--- src/rtl/spi_pkg.sv ---
// Shared types and constants for the SPI master sequencer and its datapath.
// Mode 0 only: SCLK idles low and data is sampled on the rising edge.
package spi_pkg;

    typedef enum logic [1:0] {
        IDLE  = 2'd0,
        SETUP = 2'd1,
        XFER  = 2'd2,
        DONE  = 2'd3
    } spi_state_e;

    localparam logic CPOL = 1'b0;
    localparam logic CPHA = 1'b0;

    // Counter width for a modulus n; a 1-cycle modulus still needs one bit.
    function automatic int cnt_width(input int n);
        if (n > 1) begin
            return $clog2(n);
        end else begin
            return 1;
        end
    endfunction

endpackage

--- src/rtl/shift_reg.sv ---
// Parallel-load, left-shifting register: serial_out is the MSB and
// serial_in enters at the LSB, so a full word shifts out MSB first.
module shift_reg #(
    parameter int WIDTH = 8
) (
    input  logic             clk,
    input  logic             rst,
    input  logic             load_en,
    input  logic             shift_en,
    input  logic             serial_in,
    input  logic [WIDTH-1:0] d_in,
    output logic [WIDTH-1:0] d_out,
    output logic             serial_out
);

    logic [WIDTH-1:0] data_r;

    // Load has priority; the controller never asserts both together.
    always_ff @(posedge clk or posedge rst) begin
        if (rst) begin
            data_r <= {WIDTH{1'b0}};
        end else if (load_en) begin
            data_r <= d_in;
        end else if (shift_en) begin
            data_r <= {data_r[WIDTH-2:0], serial_in};
        end
    end

    assign d_out      = data_r;
    assign serial_out = data_r[WIDTH-1];

endmodule

--- src/rtl/spi_master_ctrl.sv ---
// Mode-0 SPI master sequencer: handshakes a word in, clocks it out on mosi
// while sampling miso, and returns the received word with a one-cycle pulse.
module spi_master_ctrl
    import spi_pkg::*;
#(
    parameter int DATA_LEN = 8,
    parameter int CLK_DIV  = 4
) (
    input  logic                clk,
    input  logic                rst,
    input  logic [DATA_LEN-1:0] tx_data,
    input  logic                tx_valid,
    output logic                tx_ready,
    output logic [DATA_LEN-1:0] rx_data,
    output logic                rx_valid,
    output logic                busy,
    output logic                sclk,
    output logic                cs_n,
    output logic                mosi,
    input  logic                miso
);

    localparam int HCW = cnt_width(CLK_DIV);
    localparam int ECW = $clog2(2 * DATA_LEN + 1);
    localparam logic [HCW-1:0] HC_MAX   = HCW'(CLK_DIV - 1);
    localparam logic [ECW-1:0] EDGE_MAX = ECW'(2 * DATA_LEN);

    spi_state_e          state_r;
    spi_state_e          state_s;
    logic [HCW-1:0]      hcnt_r;
    logic [ECW-1:0]      ecnt_r;
    logic                sclk_r;
    logic                miso_q_r;
    logic                cs_n_r;
    logic                busy_r;
    logic                tx_ready_r;
    logic                rx_valid_r;
    logic [DATA_LEN-1:0] rx_data_r;

    logic                wrap_s;
    logic                toggle_s;
    logic                rise_s;
    logic                fall_s;
    logic                load_en_s;
    logic                shift_en_s;
    logic                sr_rst_s;
    logic [DATA_LEN-1:0] d_out_s;
    logic                serial_out_s;

    // SCLK edge decode. The SETUP wrap produces the first rising edge; XFER
    // wraps produce the rest until 2*DATA_LEN edges have been issued.
    always_comb begin
        wrap_s   = (hcnt_r == HC_MAX);
        toggle_s = 1'b0;
        if (wrap_s && (state_r == SETUP)) begin
            toggle_s = 1'b1;
        end else if (wrap_s && (state_r == XFER) && (ecnt_r < EDGE_MAX)) begin
            toggle_s = 1'b1;
        end else begin
            toggle_s = 1'b0;
        end
        rise_s     = toggle_s && !sclk_r;
        fall_s     = toggle_s && sclk_r;
        load_en_s  = (state_r == IDLE) && tx_valid;
        shift_en_s = fall_s;
    end

    // Next-state logic.
    always_comb begin
        state_s = state_r;
        case (state_r)
            IDLE:    state_s = load_en_s ? SETUP : IDLE;
            SETUP:   state_s = wrap_s ? XFER : SETUP;
            XFER:    state_s = (wrap_s && (ecnt_r == EDGE_MAX)) ? DONE : XFER;
            DONE:    state_s = wrap_s ? IDLE : DONE;
            default: state_s = IDLE;
        endcase
    end

    // State, half-period and edge counters, SCLK and the miso sample.
    always_ff @(posedge clk or negedge rst) begin
        if (!rst) begin
            state_r  <= IDLE;
            hcnt_r   <= {HCW{1'b0}};
            ecnt_r   <= {ECW{1'b0}};
            sclk_r   <= CPOL;
            miso_q_r <= 1'b0;
        end else begin
            state_r <= state_s;
            if ((state_r == IDLE) || wrap_s) begin
                hcnt_r <= {HCW{1'b0}};
            end else begin
                hcnt_r <= hcnt_r + HCW'(1);
            end
            if (state_r == IDLE) begin
                ecnt_r <= {ECW{1'b0}};
            end else if (toggle_s) begin
                ecnt_r <= ecnt_r + ECW'(1);
            end
            if (toggle_s) begin
                sclk_r <= !sclk_r;
            end
            if (rise_s) begin
                miso_q_r <= miso;
            end
        end
    end

    // Registered status outputs, derived from the next state so they line up with it.
    always_ff @(posedge clk or negedge rst) begin
        if (!rst) begin
            cs_n_r     <= 1'b1;
            busy_r     <= 1'b0;
            tx_ready_r <= 1'b1;
            rx_valid_r <= 1'b0;
            rx_data_r  <= {DATA_LEN{1'b0}};
        end else begin
            cs_n_r     <= (state_s == IDLE);
            busy_r     <= (state_s != IDLE);
            tx_ready_r <= (state_s == IDLE);
            rx_valid_r <= (state_r == DONE) && (state_s == IDLE);
            if ((state_r == DONE) && (state_s == IDLE)) begin
                rx_data_r <= d_out_s;
            end
        end
    end

    assign sr_rst_s = !rst;

    shift_reg #(
        .WIDTH (DATA_LEN)
    ) u_shift_reg (
        .clk        (clk),
        .rst        (sr_rst_s),
        .load_en    (load_en_s),
        .shift_en   (shift_en_s),
        .serial_in  (miso_q_r),
        .d_in       (tx_data),
        .d_out      (d_out_s),
        .serial_out (serial_out_s)
    );

    // Gating with cs_n keeps mosi low outside a transfer whatever the register holds.
    assign mosi     = serial_out_s && !cs_n_r;
    assign sclk     = sclk_r;
    assign cs_n     = cs_n_r;
    assign busy     = busy_r;
    assign tx_ready = tx_ready_r;
    assign rx_valid = rx_valid_r;
    assign rx_data  = rx_data_r;

endmodule

--- config.mk ---
export PLATFORM = sky130hd
export DESIGN_NAME = spi_master_ctrl
export DESIGN_NICKNAME = d
export VERILOG_FILES = /design/src/rtl/spi_pkg.sv /design/src/rtl/shift_reg.sv /design/src/rtl/spi_master_ctrl.sv
export SDC_FILE = /design/constraint.sdc
export NUM_CORES = 1
export LEC_CHECK = 0
export CORE_MARGIN = 10
export CORE_UTILIZATION = 46
export CTS_CLUSTER_DIAMETER = 120
export CTS_CLUSTER_SIZE = 24
export DETAILED_ROUTE_END_ITERATION = 6
export GPL_ROUTABILITY_DRIVEN = 0
export HOLD_SLACK_MARGIN = 0.08
export PLACE_DENSITY = 0.79
export SKIP_LAST_GASP = 1
export SLEW_MARGIN = 0
export SYNTH_ARGS = -nofsm -noshare
export SYNTH_HDL_FRONTEND = slang
export SYNTH_SLANG_ARGS = --single-unit
--- constraint.sdc ---
create_clock -name clk -period 1.4 [get_ports clk]
set_input_delay 0.21 -clock clk [delete_from_list [all_inputs] [get_ports clk]]
set_output_delay 0.21 -clock clk [all_outputs]
set_load 0.01 [all_outputs]
# After elaboration in Yosys (flattened, before gate mapping)
# Cells that the tools add are included.
# W data, S select, Z words.
classes:
  order_cmp: 1
  n_mux: 12
  n_reduce_logical: 17
  addsub: 2
  eq_ne: 5
op_table:
  columns: ["operator", "count"]
  rows:
  - ["$mux W8", 2]
  - ["$mux W5", 2]
  - ["$logic_and A1 B1 Y1", 9]
  - ["$pmux W2 S4", 1]
  - ["$eq A2 B2 Y1 const B", 3]
  - ["$mux W2", 3]
  - ["$reduce_bool A2 Y1", 3]
  - ["$add A5 B1 Y5 const B", 1]
  - ["$eq A5 B5 Y1 const B", 1]
  - ["$lt A5 B5 Y1 const B", 1]
  - ["$logic_not A2 Y1", 2]
  - ["$mux W1", 4]
  - ["$add A2 B1 Y2 const B", 1]
  - ["$eq A2 B1 Y1 const B", 1]
  - ["$logic_not A1 Y1", 2]
  - ["$logic_or A1 B1 Y1", 1]
totals:
  reg_bits: 30
  elab_cells: 47
  out_inout_bits: 14

# Depth between registers and ports, before layout
# Gate-level depths: netlist (run 1).
logic_depth:
  word_depth: 8
  depth_mapped: 7

# By module
# Synthesis (run 1) repeated with hierarchy kept, for this count alone.
unflattened:
  cells_unflattened: 114
  area_unflattened_um2: 1376.3
by_module_without_submodules:
  columns: ["module", "cells_each", "instances", "area_each_um2"]
  rows:
  - ["spi_master_ctrl", 78, 1, 992.2]
  - ["shift_reg", 36, 1, 384.1]

# Worst setup path after synthesis (run 1)
# No wires, ideal clock.
synth_path:
  path_type: "register to register"
  startpoint: "register state_r[0]"
  endpoint: "register u_shift_reg.data_r[0], in the netlist u_shift_reg.d_out[0]"
  path_buffers: 2
  slack_ns: -0.158
  stages_incl_launch_ff: 7
  period_less_slack_ns: 1.558
  t_arrival_ns: 1.433
  cell_sequence: "dfrtp_1 -> buf_6 -> nor2_2 -> and2_4 -> buf_6 -> mux2_2 -> mux2_4"
synth_between:
  elab_chain_cells: 7
  elab_cells_between_ends: 12
  cone_classes: "eq/ne: 2; mux: 3; reduce/logical: 7"
synth_lines:
  columns: ["item", "line", "rtl"]
  rows:
  - ["start, declared", "spi_master_ctrl.sv:28", "spi_state_e state_r;"]
  - ["start signal, assigned", "spi_master_ctrl.sv:89", "state_r <= state_s;"]
  - ["$eq A2 B2 Y1", "spi_master_ctrl.sv:57", "end else if (wrap_s && (state_r == XFER) && (ecnt_r < EDGE_MAX)) begin"]
  - ["$logic_and A1 B1 Y1 (2 in a row)", "spi_master_ctrl.sv:57", null]
  - ["$mux W1", "spi_master_ctrl.sv:57", null]
  - ["$mux W1", "spi_master_ctrl.sv:55", "if (wrap_s && (state_r == SETUP)) begin"]
  - ["$logic_and A1 B1 Y1", "spi_master_ctrl.sv:63", "fall_s = toggle_s && sclk_r;"]
  - ["$reduce_bool A2 Y1 (no source line)", null, null]
  - ["end signal, assigned", "shift_reg.sv:21", "data_r <= {WIDTH{1'b0}};"]
  - ["end signal, assigned", "shift_reg.sv:23", "data_r <= d_in;"]
  - ["end signal, assigned", "shift_reg.sv:25", "data_r <= {data_r[WIDTH-2:0], serial_in};"]
  - ["end, declared", "shift_reg.sv:16", "logic [WIDTH-1:0] data_r;"]
# Parallel ways exist; a longest one is shown, timed or not.
# A chain may end at the register's enable or synchronous reset.

# Worst setup path after layout (run 1)
layout_path:
  startpoint: "register state_r[1]"
  endpoint: "register u_shift_reg.data_r[6], in the netlist u_shift_reg.d_out[6]"
# Same word-level chain as after synthesis.

==> results.json, run 1 <==
{
  "grt_max_degree": 31,
  "area_growth_pct": 31.4,
  "synth_seq_cells": 30,
  "fin_setup_tns_ns": -0.807,
  "setup_slack_ns": -0.102,
  "r2r_end": "u_shift_reg.d_out[6]$_DFFE_PN0P_",
  "drt_pre_antenna_iters": 4,
  "die_h_um": 75.5,
  "drc": 0,
  "p_switching_mw": 1.15,
  "yosysWarningCount": 0,
  "dpl.hpwl_mm": 2.01,
  "ir_drop_mv": 1.09,
  "vias": 907,
  "cts.path.max_buffers": 2,
  "intPower_mw": 2.42,
  "multi_input_area_um2": 624,
  "finalCriticalPeriod_ns": 1.50,
  "ys_types": 29,
  "finClkSkew_ns": 0.00877,
  "grt_pass1_vias": 944,
  "nets": 158,
  "r2r_slack_ns": -0.10,
  "ys_seq_area_share_pct": 53.1,
  "io_pins": 26,
  "reg2regPathDepth": 4,
  "grt_use_total_pct": 10.8,
  "wl_per_cell_um": 15.6,
  "syn_area_per_cell_um2": 13.4,
  "cts_tree": "yes",
  "final_util_pct": 61.9,
  "power.density_mw_per_mm2": 1920,
  "leakagePower_nw": 0.895,
  "cap_violations": 0,
  "violations": "negative setup slack",
  "drive_above_1_share_pct": 39.6,
  "syn-num-nets": 121,
  "syn_area_mm2": 0.00142,
  "layout.cells.non_filler": 177,
  "cp_data_arrival_time_ns": 1.73,
  "pwr-share-clk_pct": 14.9,
  "hold_viol": 0,
  "synthCells": 106,
  "coreArea_mm2": 0.00300,
  "cts.htree.levels": 2,
  "initial_utilization_pct": 47.1,
  "seqCellArea_um2": 754,
  "rsz0062_at_grt": "yes",
  "critPathKind": "flip-flop to flip-flop",
  "first_iter_violations": 46,
  "cts_hold_buf": 0,
  "ant_nets": 0,
  "cp.required_ns": 1.62,
  "hold_ws_ns": 0.227,
  "grt_pass1_wl_mm": 4.52,
  "rows": 20,
  "finalSetupViolCount": 9,
  "grt-ovfl-total": 0,
  "die_x_um": 75.5,
  "swShare_pct": 32.3,
  "endpoint_kind": "flip-flop",
  "clkSlewWorstSetupHoldPaths_ns": 0.09,
  "cts-root-buf": "clkbuf_4",
  "seqPwrFrac_pct": 40.9,
  "cts.sinks": 30,
  "start_kind": "flip-flop",
  "viasPerCell": 5.12,
  "drt_wl_total_mm": 2.77,
  "pwr-share-comb_pct": 44.2,
  "slew_violations": 0,
  "relSlewSlack_pct": 80.9,
  "placed_cells": 163,
  "fillers": 226,
  "antenna_found_initial": 0,
  "clk_latency_ns": 0.33,
  "rr_startpoint": "state_r[1]$_DFF_PN0_",
  "min_path_type": "input port to asynchronous set/reset pin",
  "worstPathMaxFanout": 6,
  "num_antenna_cells": 0,
  "cts_made_buffers": 5,
  "fmax_ghz": 0.666,
  "die_area_mm2": 0.00569,
  "status": "finished, violations left",
  "min_period_over_period_pct": 107,
  "portBuffers": 25,
  "tightest_slew_ns": 0.283
}
through the flow:
step	area, um2	setup slack (ns)	power, mW
floorplan	1420	-0.130	2.47
global placement	1730	-0.250	2.92
detailed placement	1730	-0.308	3.00
CTS	1810	-0.107	3.51
global route	1860	-0.155	3.80
finish	1860	-0.102	3.57
power by group through the flow:
stage               Clock [mW]  Sequential (mW)  Combinational (mW)
detailed placement           0             1.49                1.51
CTS                      0.543             1.45                1.51
finish                   0.532             1.46                1.58
global route             0.580             1.51                1.71
global placement             0             1.47                1.45
floorplan                    0             1.46                1.01
cells by family after synthesis:
group                      share of synthesized area, %
DFF                                                53.1
muxes                                              22.0
and+or+nand+nor                                    8.49
buffers and inverters                              6.01
AOI/OAI and AO/OA                                  6.45
adders and majority gates                          2.65
xor gates and xnor gates                           1.24
Yosys cell counts:
cell	count	share of area (%)
a21oi_1	1	0.35
a311oi_1	1	0.62
and2_4	1	0.62
buf_2	2	0.71
buf_4	2	1.1
buf_6	3	2.4
clkbuf_1	1	0.26
dfrtp_1	29	51
dfstp_2	1	1.9
ha_1	3	2.7
inv_1	6	1.6
mux2_2	17	14
mux2_4	8	8.5
nand2_1	2	0.53
nand2b_4	1	0.97
nand3_1	5	1.8
nor2_1	1	0.26
nor2_2	1	0.44
nor2b_1	3	1.3
nor3_1	2	0.71
nor3b_1	1	0.53
nor3b_2	1	0.88
o211ai_1	3	1.6
o211ai_2	1	0.88
o21ai_0	3	1.1
o21ai_1	1	0.35
o31ai_1	3	1.6
or2_2	1	0.44
xnor2_1	2	1.2
what timing repair did:
action | CTS | global route
gates resized for setup | 19 | 9
endpoints found under the hold margin | 0 | 0
gates cloned | 1 | 1
pin swaps | 1 | 4
setup buffers | 2 | 2
endpoints found under the setup margin | 28 | 24
metal layers:
layer  vias to the layer above  share of wire (%)  wire [um]  track usage, %
li1                        446                  -          -               -
met1                       435                 41       1140            11.1
met2                        19                 51       1410            18.2
met3                         7                4.8        134            3.78
met4                         0                3.0         83            7.42
met5                         -                  0          0               0
registers in the layout, summed over array words and instances (netlist names):
signal,cells
state_r,2
hcnt_r,2
ecnt_r,5
u_shift_reg.d_out,8
rx_data,8
miso_q_r,1
busy,1
rx_valid,1
sclk,1
tx_ready,1
cells in the final DEF (no fill, tap or decap), types with 2 or more instances in the layout:
cell type	n
o21ai_0	3
inv_1	6
buf_4	9
o211ai_1	3
mux2_4	13
dfrtp_2	2
ha_1	2
dlygate4sd2_1	12
buf_12	2
clkdlybuf4s50_1	11
clkbuf_4	5
nand3_1	5
xnor2_1	2
o31ai_1	3
mux2_2	12
nor2b_1	2
nor3_1	2
nand2_1	2
dfrtp_1	27
critical path, cell delays in order, from the launching register on:
cell and delay [ns]:
dfrtp_2 0.47, nor2_4 0.14, and2_4 0.21, mux2_4 0.32, mux2_4 0.26
how the worst max path moves through the flow:
stage / startpoint / to / slack, ns / cells after the start
6_report: state_r[1]$_DFF_PN0_ / u_shift_reg.d_out[6]$_DFFE_PN0P_ / -0.10 / 4
5_1_grt: state_r[1]$_DFF_PN0_ / u_shift_reg.d_out[6]$_DFFE_PN0P_ / -0.16 / 4
4_1_cts: state_r[0]$_DFF_PN0_ / u_shift_reg.d_out[1]$_DFFE_PN0P_ / -0.11 / 4
3_5_place_dp: tx_valid / u_shift_reg.d_out[6]$_DFFE_PN0P_ / -0.31 / 4
3_3_place_gp: tx_valid / u_shift_reg.d_out[1]$_DFFE_PN0P_ / -0.25 / 4
2_1_floorplan: state_r[1]$_DFF_PN0_ / u_shift_reg.d_out[0]$_DFFE_PN0P_ / -0.13 / 6
cell type report:
class / count / share of cell area [%]
Sequential cell: 30 / 40.6
Multi-Input combinational cell: 63 / 33.6
Timing Repair Buffer: 37 / 19.2
Clock buffer: 7 / 2.96
Tap cell: 33 / 2.22
Inverter: 6 / 1.21
Clock inverter: 1 / 0.269
No activity file was read; power rests on OpenSTA's default activity.
==> run 2: changes to the inputs <==
Settings changed: GPL_TIMING_DRIVEN set to 1, PLACE_DENSITY 0.79 to 0.75.
==> results.json, run 2 (synthesis results as in run 1) <==
{
  "dpl.hpwl_mm": 1.94,
  "leakagePower_nw": 0.884,
  "critPathKind": "flip-flop to flip-flop",
  "cts_hold_buf": 0,
  "cp-startpoint": "state_r[0]$_DFF_PN0_",
  "cp.required_ns": 1.62,
  "drive_above_1_share_pct": 38.0,
  "rows": 20,
  "setup_slack_ns": -0.109,
  "ant_nets": 0,
  "critPathMostFrequentCell": "mux2_4",
  "coreArea_mm2": 0.00300,
  "vias": 899,
  "final_common_cell": "dfrtp_1",
  "initial_utilization_pct": 47.1,
  "antenna_found_initial": 0,
  "multi_input_area_um2": 622,
  "cts_tree": "yes",
  "max_stage_delay_ns": 0.46,
  "die_h_um": 75.5,
  "finalCriticalPeriod_ns": 1.51,
  "hold_viol": 0,
  "status": "finished, violations left",
  "drt_wl_total_mm": 2.73,
  "fin_setup_tns_ns": -0.854,
  "grt_pass1_wl_mm": 4.25,
  "cpLargestDelayFamily": "multiplexers",
  "relSlewSlack_pct": 84.5,
  "drc": 0,
  "cap_violations": 0,
  "rsz0062_at_grt": "yes",
  "viasPerCell": 5.14,
  "wl_per_cell_um": 15.6,
  "cts.htree.levels": 2,
  "io_pins": 26,
  "first_iter_violations": 48,
  "area_growth_pct": 30.9,
  "worstPathMaxFanout": 5,
  "slew_violations": 0,
  "grt_use_total_pct": 9.98,
  "portBuffers": 25,
  "finalSetupViolCount": 16,
  "reg2regPathDepth": 4,
  "seqCellArea_um2": 754,
  "endpoint_kind": "flip-flop",
  "tightest_slew_ns": 0.230,
  "drt_pre_antenna_iters": 4,
  "fillers": 240,
  "ir_drop_mv": 0.819,
  "power.density_mw_per_mm2": 1970,
  "clk_latency_ns": 0.33,
  "start_kind": "flip-flop",
  "cts.path.max_buffers": 2,
  "clkSlewWorstSetupHoldPaths_ns": 0.09,
  "slowest_stage": "dfrtp_2",
  "cts_made_buffers": 5,
  "layout_common_cells": "dfrtp_1, mux2_4, dlygate4sd2_1",
  "cts.sinks": 30,
  "cts-root-buf": "clkbuf_4",
  "rr_startpoint": "state_r[0]$_DFF_PN0_",
  "grt_pass1_vias": 885,
  "crit_buf_inv": 0,
  "finClkSkew_ns": 0.00347,
  "min_period_over_period_pct": 108,
  "design_power_total_mw": 3.65,
  "dp_slack_ns": -0.276,
  "r2r_slack_ns": -0.11,
  "violations": "negative setup slack",
  "grt-ovfl-total": 0,
  "fmax_ghz": 0.663,
  "die_x_um": 75.5,
  "nets": 156,
  "die_area_mm2": 0.00569,
  "grt_max_degree": 31,
  "min_path_type": "input port to asynchronous set/reset pin",
  "num_antenna_cells": 0,
  "crit_chain": "nor2_4, and2_4, mux2_4, mux2_4",
  "final_util_pct": 61.7,
  "cp_data_arrival_time_ns": 1.73,
  "cp.depth": 4
}
[run 2: routing by layer]
| metal | GRT usage, % | vias up | routed length, um |
|---|---|---|---|
| met4 | 4.95 | 0 | 72 |
| met5 | 0 | - | 0 |
| li1 | - | 441 | - |
| met1 | 11.6 | 431 | 1180 |
| met3 | 4.43 | 6 | 180 |
| met2 | 15.3 | 21 | 1300 |
[run 2: worst paths after layout]
kind / endpoint
worst max register to register: u_shift_reg.d_out[5]$_DFFE_PN0P_
min in group clk: hcnt_r[0]$_DFF_PN0_
worst min register to register: hcnt_r[0]$_DFF_PN0_
worst min-delay path: state_r[0]$_DFF_PN0_
worst max-delay path: u_shift_reg.d_out[5]$_DFFE_PN0P_
max in group asynchronous: tx_ready$_DFF_PN1_
[run 2: cell type report]
class                           instances  area share [%]
Timing Repair Buffer                   35            18.0
Tap cell                               33            2.23
Multi-Input combinational cell         63            33.6
Sequential cell                        30            40.7
Inverter                                6            1.22
Clock buffer                            8            4.25
[run 2: per-stage QoR]
stage | hold WS, ns | std cells | instance area, um2
2_1_floorplan | -0.0856 | 106 | 1420
3_3_place_gp | 0.423 | 164 | 1730
3_5_place_dp | 0.438 | 164 | 1730
4_1_cts | 0.226 | 175 | 1820
5_1_grt | 0.217 | 175 | 1850
6_report | 0.226 | 175 | 1850
[run 2: what timing repair did]
item | CTS | global route
gates cloned | 1 | 0
pin swaps | 1 | 4
endpoints found under the setup margin | 34 | 23
gates resized for setup | 17 | 9
setup buffers | 2 | 0
[run 2: power by group]
group / internal (mW) / switching, mW / leakage (nW)
sequential: 1.21 / 0.241 / 0.380
combinational: 0.938 / 0.612 / 0.459
clock: 0.343 / 0.301 / 0.0446
